--- src/rtl/cpt_prescaler.sv ---
// Programmable clock-enable prescaler feeding cpt_bin8.
// Emits a one-cycle tick every div+1 active cycles, continuous or one-shot.
module cpt_prescaler #(
  parameter int WIDTH = 8
) (
  input  logic             clk,
  input  logic             reset,
  input  logic             activate,
  input  logic             load,
  input  logic [WIDTH-1:0] div_in,
  input  logic             oneshot,
  output logic             tick,
  output logic             busy,
  output logic [WIDTH-1:0] div_cur
);

  typedef enum logic [1:0] {
    IDLE = 2'd0,
    RUN  = 2'd1,
    HALT = 2'd2
  } state_t;

  localparam logic [WIDTH-1:0] ONE = {{(WIDTH-1){1'b0}}, 1'b1};

  state_t           state;
  logic [WIDTH-1:0] cnt;
  logic [WIDTH-1:0] div_reg;

  // Control FSM with prescale counter; load overrides the state logic
  always_ff @(posedge clk) begin
    if (reset) begin
      state   <= IDLE;
      cnt     <= '0;
      div_reg <= '0;
      tick    <= 1'b0;
    end else if (load) begin
      div_reg <= div_in;
      cnt     <= '0;
      tick    <= 1'b0;
      if (state == HALT)
        state <= IDLE;
    end else begin
      unique case (state)
        IDLE: begin
          tick <= 1'b0;
          if (activate) begin
            state <= RUN;
            cnt   <= '0;
          end
        end
        RUN: begin
          if (activate) begin
            if (cnt == div_reg) begin
              cnt  <= '0;
              tick <= 1'b1;
              if (oneshot)
                state <= HALT;
            end else begin
              cnt  <= cnt + ONE;
              tick <= 1'b0;
            end
          end else begin
            tick <= 1'b0;
          end
        end
        HALT: begin
          tick <= 1'b0;
          cnt  <= '0;
          if (!activate)
            state <= IDLE;
        end
        default: begin
          state <= IDLE;
          cnt   <= '0;
          tick  <= 1'b0;
        end
      endcase
    end
  end

  assign busy    = (state == RUN);
  assign div_cur = div_reg;

endmodule
--- config.mk ---
export PLATFORM = sky130hd
export DESIGN_NAME = cpt_prescaler
export DESIGN_NICKNAME = d
export VERILOG_FILES = /design/src/rtl/cpt_prescaler.sv
export SDC_FILE = /design/constraint.sdc
export NUM_CORES = 1
export LEC_CHECK = 0
export ABC_AREA = 1
export BUFFER_PORTS_ARGS = -buffer_cell sky130_fd_sc_hd__clkbuf_2
export CAP_MARGIN = 20
export CORE_MARGIN = 3
export CORE_UTILIZATION = 49
export DETAILED_ROUTE_END_ITERATION = 8
export GPL_TIMING_DRIVEN = 0
export HOLD_SLACK_MARGIN = 0.12
export PLACE_DENSITY = 0.73
export SYNTH_ARGS = -nofsm -noshare
export SYNTH_HDL_FRONTEND = slang
export SYNTH_SLANG_ARGS = --single-unit
--- constraint.sdc ---
create_clock -name clk -period 1.9 [get_ports clk]
set_clock_uncertainty 0.2 [all_clocks]
set_input_delay 0.475 -clock clk [delete_from_list [all_inputs] [get_ports clk]]
set_output_delay 0.475 -clock clk [all_outputs]
set_load 0.005 [all_outputs]
==> results of run 1 <==
## through the flow
step / instances / power [mW]
2_1_floorplan: 152 / 0.509
3_3_place_gp: 201 / 0.551
3_5_place_dp: 201 / 0.556
4_1_cts: 205 / 0.764
5_1_grt: 205 / 0.793
6_report: 205 / 0.753
## flip-flops by register name (all words and copies together) (netlist names)
| name | flops |
|---|---|
| cnt | 8 |
| state | 2 |
| div_cur | 8 |
| tick | 1 |
## worst max-delay path: stages (launching register included)
cell	delay [ns]
dfxtp_1	0.38
nor2_2	0.18
clkbuf_2	0.13
## kinds of logic after synthesis
family | count (synthesis)
xor gates and xnor gates | 3
and+or+nand+nor | 77
buffers and inverters | 24
DFF | 19
AOI/OAI and AO/OA | 28
adders and majority gates | 1
## metal layers
| layer | GRT usage (%) | wire (um) | vias to the layer above |
|---|---|---|---|
| met1 | 22.8 | 1030 | 462 |
| met5 | 0 | 0 | - |
| met2 | 33.3 | 1150 | 22 |
| met3 | 2.58 | 94 | 5 |
| met4 | 10.5 | 53 | 0 |
| li1 | - | - | 539 |
## cell usage after synthesis, types with 2 or more instances
library cell / number / share of area (%)
dfxtp_1: 19 / 37
nand3_2: 2 / 1.9
nand2_1: 41 / 15
inv_1: 20 / 7.2
nor2_1: 7 / 2.5
nor2_2: 5 / 3.0
nor2_4: 3 / 3.2
buf_2: 2 / 0.96
xnor2_1: 3 / 2.5
a21oi_1: 14 / 6.7
inv_2: 2 / 0.72
nand3_1: 11 / 5.3
o21ai_0: 12 / 5.8
nand4_1: 4 / 2.4
## layout make-up
| cell class | instances | area share (%) |
|---|---|---|
| plain buffers | 2 | 0.826 |
| clock buffers | 3 | 1.86 |
| clock inverters | 1 | 0.413 |
| inverters | 22 | 6.81 |
| multi-input cells | 109 | 46.9 |
| flip-flops and latches | 19 | 31.4 |
| well taps | 27 | 2.79 |
| repair buffers | 22 | 9.08 |
## path summary, 6_finish.rpt
kind	startpoint	end	slack, ns	cells past startpoint
min	div_in[7]	div_cur[7]	0.18	3
min reg2reg	state[0]	state[0]	0.28	2
max reg2reg	cnt[1]	cnt[6]	0.39	7
max	state[1]	busy	0.23	2
## cell usage in the layout (no fill, tap or decap), types with 2 or more instances in the layout
| cell type | synthesis | layout |
|---|---|---|
| nand2_1 | 41 | 41 |
| clkbuf_2 | 0 | 22 |
| inv_1 | 20 | 20 |
| dfxtp_1 | 19 | 19 |
| a21oi_1 | 14 | 14 |
| o21ai_0 | 12 | 12 |
| nand3_1 | 11 | 11 |
| nor2_1 | 7 | 7 |
| nor2_2 | 5 | 5 |
| nand4_1 | 4 | 4 |
| xnor2_1 | 3 | 3 |
| nor2_4 | 3 | 3 |
| clkbuf_4 | 0 | 3 |
| buf_2 | 2 | 2 |
| inv_2 | 2 | 2 |
| nand3_2 | 2 | 2 |
## power groups by stage
| stage | Clock, mW | Combinational (mW) | Sequential (mW) |
|---|---|---|---|
| 6_report | 0.207 | 0.122 | 0.425 |
| 5_1_grt | 0.231 | 0.135 | 0.427 |
| 4_1_cts | 0.217 | 0.123 | 0.425 |
| 3_5_place_dp | 0 | 0.122 | 0.434 |
| 3_3_place_gp | 0 | 0.118 | 0.433 |
| 2_1_floorplan | 0 | 0.0764 | 0.433 |
==> metrics.md, run 1 <==
| Metric | Value |
|---|---|
| GRT Overall Usage | 19.3% |
| Die Area | 2710 um^2 |
| YS warnings | 0 |
| Asr flop ratio synth | 0% |
| Initial Utilization | 52.5% |
| Storage element area | 380 um^2 |
| Initial antenna violation count | 0 |
| Top Ports | 23 |
| Layout Nets | 193 |
| Most used DFF post-synth | dfxtp_1 |
| Psw | 0.215 mW |
| Final Core Density | 61.2% |
| Fin crit period | 1.67 ns |
| Post-synthesis adder-cell area fraction | 1.20% |
| Share of layout cells above drive strength 1 | 24.7% |
| Crit path launch type | register |
| Number of global-route vias before repair | 934 |
| Area growth, synth to finish | 16.5% |
| Post-synthesis compound-gate area fraction | 14.1% |
| Worst IR Drop VDD | 0.473 mV |
| Post-Synthesis Cells | 152 |
| Vias per cell | 5.01 |
| Final slew viol count | 0 |
| Fillers | 198 |
| Port-buffer cells | 22 |
| Largest net degree at the start of global routing | 12 |
| Int Pwr | 0.538 mW |
| Hold Path Class | input pin to register |
| Clk slew on worst S/H paths | 0.12 ns |
| Pre-CTS WS | 0.176 ns |
| Comb pwr share | 16.1% |
| Synth Area per Inst | 6.85 um^2 |
| Post-synthesis mux area share | 0% |
| Synthesized Nets | 166 |
| Worst Setup End Kind | primary output |
| Multi-input gate area | 568 um^2 |
| Cell Area, Placed | 1180 um^2 |
| Sw frac | 28.5% |
| DRT Pass-1 Iters | 4 |
| Post-CTS setup buffers | 0 |
| RSZ-0062 raised after global routing | false |
| Worst-case clock buffer depth | 2 |
| Synth unique cells | 21 |
| Leak | 0.535 nW |
| Hold Buf Count CTS | 0 |
| Part of the power in registers | 56.3% |
| # setup viols final | 0 |
| GRT overflow | 0 |
| Post-route setup slack | 0.232 ns |
| Antenna Cells | 0 |
| Post-synth EDFFs | 0 |
| First-pass GRT wire length | 3880 um |
| Tcrit/Tclk final | 87.8% |
| Max Freq | 600 MHz |
| Detail Placement HPWL | 1830 um |
| Power density cells | 621 nW/um^2 |
| Xor and xnor area share after synthesis | 2.52% |
| Main combinational cell family by area after synthesis | simple AND/OR/NAND/NOR gates |
| Clk pwr share | 27.5% |
| DRT Wirelength | 2320 um |
| Final instance area | 1210 um^2 |
| Max Cap Viol | 0 |
| Seq/Total Area, Yosys | 36.5% |
| Flops & latches, synth | 19 |
| Post-route ant nets | 0 |
| Simple-Gate Fraction of Synth Area | 36.8% |
| Die Wd | 52.1 um |
| Clock net sink count | 19 |
| Final hold violations | 0 |
| Post-CTS Resized | 0 |
| WL per Instance | 11.3 um |
| Final hold slack | 0.181 ns |
| Core Region | 1980 um^2 |
| H-tree levels | 1 |
| Worst-skew pair later-pin latency | 0.31 ns |
| Crit-path max FO | 5 |
| Root buffer cell | clkbuf_4 |
| Row count | 16 |
| Mapped cell area | 1040 um^2 |
| GP Congestion | 0.827 |
| Total CTS buffers | 3 |
| Via count | 1028 |
| Initial drt markers | 9 |
| Status | completed |
| Die Ht | 52.1 um |
| TritonCTS clock tree | done |
| CP required | 1.22 ns |
| Max-slew headroom | 68.3% |
| Critical path class | register to primary output |
| Critical Path AT | 0.99 ns |
| Slew @ Worst Pin | 0.474 ns |
| Post-Route Setup TNS | 0 ns |
| DRC violations left | 0 |
Power figures use the tool's default switching activity.
==> inputs of run 2 (changes only) <==
--- a/config.mk
+++ b/config.mk
@@ -8,7 +8,7 @@
 export ABC_AREA = 1
 export BUFFER_PORTS_ARGS = -buffer_cell sky130_fd_sc_hd__clkbuf_2
 export CAP_MARGIN = 20
-export CORE_MARGIN = 3
+export CORE_MARGIN = 4
 export CORE_UTILIZATION = 49
 export DETAILED_ROUTE_END_ITERATION = 8
 export GPL_TIMING_DRIVEN = 0
==> constraint.sdc (replaced) <==
create_clock -name clk -period 1.9 [get_ports clk]
set_clock_uncertainty 0.2 [all_clocks]
set_input_delay 0.475 -clock clk [delete_from_list [all_inputs] [get_ports clk]]
set_output_delay 0.475 -clock clk [all_outputs]
set_load 0.1 [all_outputs]
==> run 2 against run 1 <==
  * Die area increased by 7.8%
  * Highest routed layer unchanged
  * Register-to-register slack about the same
  * Combinational power up 81%
  * Global-route usage is 0.093 points lower
  * Cell area increased by 1.1%
  * Clock-buffer cell count stayed put
  * Total power is 13% higher
  * Non-clock buffer count stayed put
  * Utilization grew 0.69 points
  * Flip-flop and latch count unchanged
==> metrics.md, run 2 (synthesis gave the netlist of run 1 again) <==
| Metric | Value |
|---|---|
| Tcrit/Tclk final | 96.1% (+8.4 points) |
| Hold path startpoint | div_in[3] |
| Crit-path cells | clkbuf_2 |
| Initial Utilization | 52.5% (unchanged) |
| Die Wd | 54.1 um (+3.8%) |
| CP required | 1.22 ns (about the same) |
| WL per Instance | 11.6 um (+2.7%) |
| Status | completed |
| Clk slew on worst S/H paths | 0.11 ns (about the same) |
| Worst IR Drop VDD | 0.524 mV (+11%) |
| TritonCTS clock tree | done |
| Final slew viol count | 0 (unchanged) |
| DRC violations left | 0 (unchanged) |
| Most frequent cells in the layout | nand2_1, clkbuf_2, inv_1 |
| CP startpoint | div_cur[0] |
| GRT Overall Usage | 19.2% (-0.093 points) |
| Area growth, synth to finish | 17.8% |
| R2R Setup Slk | 0.40 ns (about the same) |
| Post-route ant nets | 0 (unchanged) |
| Critical path class | register to primary output |
| Port-buffer cells | 22 (unchanged) |
| Max Freq | 548 MHz (-8.7%) |
| Critical register-to-register path startpoint | cnt[0] |
| Worst-case clock buffer depth | 2 (unchanged) |
| First-pass GRT wire length | 4090 um (+5.5%) |
| Hold Path Class | input pin to register |
| Final hold slack | 0.197 ns (+0.0158 ns) |
| Number of global-route vias before repair | 1015 (+8.7%) |
| GRT overflow | 0 (unchanged) |
| Worst-skew pair later-pin latency | 0.30 ns (about the same) |
| Crit path launch type | register |
| DRT Wirelength | 2390 um (+2.7%) |
| Largest net degree at the start of global routing | 12 (unchanged) |
| Family with the most delay on the worst path | buffers and inverters |
| Power density cells | 695 nW/um^2 (+12%) |
| Fin crit period | 1.83 ns (+0.159 ns) |
| Clock net sink count | 19 (unchanged) |
| Row count | 16 (unchanged) |
| Initial drt markers | 17 (+8) |
| Leak | 0.537 nW (+0.53%) |
| Slew @ Worst Pin | 0.542 ns (+0.0681 ns) |
| Antenna Cells | 0 (unchanged) |
| Critical Path AT | 1.15 ns (+0.16 ns) |
| H-tree levels | 1 (unchanged) |
| Final hold violations | 0 (unchanged) |
| Leading cell type in the layout, fill and taps excluded | nand2_1 |
| Detail Placement HPWL | 1870 um (+2.4%) |
| RSZ-0062 raised after global routing | false |
| Buf+Inv Stages, Crit Path | 1 (unchanged) |
| Share of layout cells above drive strength 1 | 27.5% (+2.8 points) |
| # setup viols final | 0 (unchanged) |
| CP max stage cell | clkbuf_2 |
| Top Ports | 23 (unchanged) |
| Initial antenna violation count | 0 (unchanged) |
| Via count | 1048 (+1.9%) |
| Worst Setup End Kind | primary output |
| Post-CTS setup buffers | 0 (unchanged) |
| Post-Route Setup TNS | 0 ns (unchanged) |
| Crit-path max FO | 3 (-2) |
| Vias per cell | 5.11 (+1.9%) |
| Die Ht | 54.1 um (+3.8%) |
| DRT Pass-1 Iters | 4 (unchanged) |
| Total CTS buffers | 3 (unchanged) |
| Largest stage delay, worst path | 0.47 ns (+0.09 ns) |
| Core Region | 1980 um^2 (unchanged) |
| Layout Nets | 193 (unchanged) |
| GP Congestion | 0.819 (-1.0%) |
| Die Area | 2930 um^2 (+7.8%) |
| Root buffer cell | clkbuf_4 |
| Max-slew headroom | 64.0% (-4.3 points) |
| Max Cap Viol | 0 (unchanged) |
run 2: area by class of cell:
type,instances,area [um^2]
fillers,194,756
well taps,27,33.8
repair buffers,22,113
plain buffers,2,10.0
inverters,22,82.6
clock inverters,1,5.00
multi-input cells,109,573
clock buffers,3,22.5
flip-flops and latches,19,387
run 2: power breakdown:
group	leakage [nW]	internal [mW]	switching, mW	total, mW
sequential	0.157	0.414	0.0120	0.426
clock	0.0177	0.0785	0.126	0.204
combinational	0.363	0.0487	0.172	0.221
total	0.537	0.541	0.310	0.852
run 2: final timing paths:
check,cells past startpoint,endpoint
min,3,div_cur[3]
max,1,div_cur[0]
min reg2reg,2,state[0]
max reg2reg,7,cnt[6]
run 2: metrics by stage:
step	power [mW]	cell area, um^2	setup slack [ns]	util, %	instances
floorplan	0.609	1050	0.00807	-	152
global placement	0.651	1200	0.171	60.4	201
detailed placement	0.655	1200	0.159	60.4	201
CTS	0.860	1230	0.0321	61.9	205
global route	0.895	1230	0.00605	61.9	205
finish	0.852	1230	0.0736	61.9	205
run 2: timing repair:
item | CTS | global route
setup endpoints to repair | 1 | 1
gates resized for setup | 1 | 1
hold buffers | 0 | 0
pin swaps | 0 | 0
run 2: per-layer routing:
| layer | wire length (um) | global-route usage, % |
|---|---|---|
| met5 | 0 | 0 |
| met2 | 1170 | 33.5 |
| met1 | 1050 | 23.0 |
| met3 | 134 | 2.77 |
| met4 | 34 | 8.71 |
==> inputs of run 3 (changes only) <==
--- a/config.mk
+++ b/config.mk
@@ -10,10 +10,12 @@
 export CAP_MARGIN = 20
 export CORE_MARGIN = 4
 export CORE_UTILIZATION = 49
+export CTS_BUF_LIST = sky130_fd_sc_hd__clkbuf_8 sky130_fd_sc_hd__clkbuf_16
 export DETAILED_ROUTE_END_ITERATION = 8
 export GPL_TIMING_DRIVEN = 0
 export HOLD_SLACK_MARGIN = 0.12
 export PLACE_DENSITY = 0.73
+export SETUP_SLACK_MARGIN = 0.02
 export SYNTH_ARGS = -nofsm -noshare
 export SYNTH_HDL_FRONTEND = slang
 export SYNTH_SLANG_ARGS = --single-unit
==> run 3 against run 2 <==
  * Via count fell by 0.95%
  * Clock power rose by 31%
  * Highest routed layer unchanged
  * Die area did not move
  * Routed wire length rose by 0.46%
  * Setup slack improved by 0.026 ns
  * Flip-flop and latch count did not move
  * Critical path depth rose by 2
  * Sequential share of layout area fell by 0.31 points
  * Combinational power barely moved
  * Sequential power barely moved
  * Total power rose by 7.3%
  * Utilization rose by 1.0 points
==> metrics.md, run 3 (synthesis gave the netlist of run 1 again) <==
| Metric | Value |
|---|---|
| Via count | 1038 (-0.95%) |
| Met3 Use GR | 2.77% (unchanged) |
| Worst-case clock buffer depth | 2 (unchanged) |
| Post-route ant nets | 0 (unchanged) |
| Port-buffer cells | 22 (unchanged) |
| Number of global-route vias before repair | 980 (-3.4%) |
| Leading cell type in the layout, fill and taps excluded | nand2_1 |
| Hold path startpoint | div_in[2] |
| Multi-input gate area | 573 um^2 (unchanged) |
| DP Cell Count | 201 (unchanged) |
| Pwr Total | 0.914 mW (+7.3%) |
| Area growth, synth to finish | 19.7% |
| Final instance area | 1250 um^2 (+1.6%) |
| Critical Path AT | 1.13 ns (-0.02 ns) |
| Total CTS buffers | 3 (unchanged) |
| Power density cells | 733 nW/um^2 (+5.6%) |
| Hold path depth | 3 (unchanged) |
| GRT Overall Usage | 19.3% (+0.15 points) |
| Final hold violations | 0 (unchanged) |
| WL per Instance | 11.7 um (+0.46%) |
| Core Region | 1980 um^2 (unchanged) |
| Crit path launch type | register |
| Antenna Cells | 0 (unchanged) |
| Initial Utilization | 52.5% (unchanged) |
| RSZ-0062 raised after global routing | false |
| Final slew viol count | 0 (unchanged) |
| Status | completed |
| Root buffer cell | clkbuf_8 |
| Die Wd | 54.1 um (unchanged) |
| Post-route setup slack | 0.0992 ns (+0.0256 ns) |
| Die Ht | 54.1 um (unchanged) |
| R2R Setup Slk | 0.39 ns (about the same) |
| Worst IR Drop VDD | 0.479 mV (-8.6%) |
| Hold Buf Count CTS | 0 (unchanged) |
| Storage element area | 389 um^2 (+0.65%) |
| Tcrit/Tclk final | 94.8% (-1.3 points) |
| Pre-CTS WS | 0.196 ns (+0.0366 ns) |
| Crit-path max FO | 4 (+1) |
| Die Area | 2930 um^2 (unchanged) |
| # setup viols final | 0 (unchanged) |
| Initial antenna violation count | 0 (unchanged) |
| Worst Setup End Kind | primary output |
| Fillers | 191 (-1.5%) |
| Met1 usage in global routing | 22.9% (-0.076 points) |
| Hold Path Class | input pin to register |
| TritonCTS clock tree | done |
| Length in cells of the worst reg-to-reg path | 8 (+1) |
| R2r endpoint | cnt[6] |
| Met2 Use GR | 35.3% (+1.8 points) |
| Most frequent cells in the layout | nand2_1, inv_1, clkbuf_2 |
| Fin crit period | 1.80 ns (-0.0256 ns) |
| DRT Pass-1 Iters | 4 (unchanged) |
| Share of layout cells above drive strength 1 | 28.1% (+0.56 points) |
| DRC violations left | 0 (unchanged) |
| GRT overflow | 0 (unchanged) |
| Clk slew on worst S/H paths | 0.07 ns (-0.04 ns) |
| Max Freq | 555 MHz (+1.4%) |
| Max Cap Viol | 0 (unchanged) |
| Layout Nets | 193 (unchanged) |
| H-tree levels | 1 (unchanged) |
| Worst-skew pair later-pin latency | 0.25 ns (-0.05 ns) |
| Top Ports | 23 (unchanged) |
| Initial drt markers | 22 (+5) |
| DRT Wirelength | 2400 um (+0.46%) |
| Vias per cell | 5.06 (-0.95%) |
| CP required | 1.22 ns (about the same) |
| Leak | 0.547 nW (+1.7%) |
| Busiest layer in global routing | met2 |
| GP Congestion | 0.813 (-0.65%) |
| Non-Filler Instances | 205 (unchanged) |
| Critical register-to-register path startpoint | cnt[1] |
| Clock net sink count | 19 (unchanged) |
| Critical path class | register to primary output |
| Slew @ Worst Pin | 0.548 ns (+0.00595 ns) |
| Post-Route Setup TNS | 0 ns (unchanged) |
| Max-slew headroom | 63.6% (-0.39 points) |
| Cell Area, Placed | 1200 um^2 (+0.21%) |
| Min-Delay Endpoint | div_cur[2] |
| Largest net degree at the start of global routing | 11 (-1) |
| Row count | 16 (unchanged) |
| First-pass GRT wire length | 4150 um (+1.5%) |
| Detail Placement HPWL | 1940 um (+3.6%) |
run 3: repair_timing:
action	CTS	global route
setup buffers	0	0
gates resized for setup	1	0
endpoints found under the setup margin	1	0
run 3: worst max path at each step:
| stage | depth (start not counted) | slack, ns | start | end |
|---|---|---|---|---|
| 6_report | 3 | 0.1 | state[0] | busy |
| 5_1_grt | 3 | 0.05 | state[0] | busy |
| 4_1_cts | 3 | 0.09 | state[0] | busy |
| 3_5_place_dp | 4 | 0.20 | load | tick |
| 3_3_place_gp | 4 | 0.16 | load | tick |
| 2_1_floorplan | 7 | 0.02 | div_cur[5] | cnt[2] |
run 3: layout make-up:
| class | count | area share [%] |
|---|---|---|
| Inverter | 22 | 6.63 |
| Clock inverter | 1 | 0.301 |
| Timing Repair Buffer | 22 | 9.04 |
| Multi-Input combinational cell | 109 | 46.0 |
| Buffer | 2 | 0.803 |
| Tap cell | 27 | 2.71 |
| Clock buffer | 3 | 3.31 |
| Sequential cell | 19 | 31.2 |
run 3: critical path, stage by stage (launching register included):
cell and delay [ns]:
dfxtp_1 0.33, inv_1 0.09, nor2_4 0.12, clkbuf_4 0.34
run 3: power breakdown:
| part | internal (mW) | switching, mW |
|---|---|---|
| registers | 0.415 | 0.0117 |
| clock network | 0.143 | 0.123 |
| logic | 0.0485 | 0.172 |
run 3: per-layer routing:
metal  vias up  wire, um
li1        537         -
met5         -         0
met3         2       119
met4         0        10
met2        26      1230
met1       473      1030
run 3: per-stage QoR:
| stage | utilization (%) | hold WS (ns) |
|---|---|---|
| 2_1_floorplan | - | 0.245 |
| 3_3_place_gp | 60.5 | 0.258 |
| 3_5_place_dp | 60.5 | 0.271 |
| 4_1_cts | 62.9 | 0.248 |
| 5_1_grt | 62.9 | 0.242 |
| 6_report | 62.9 | 0.252 |
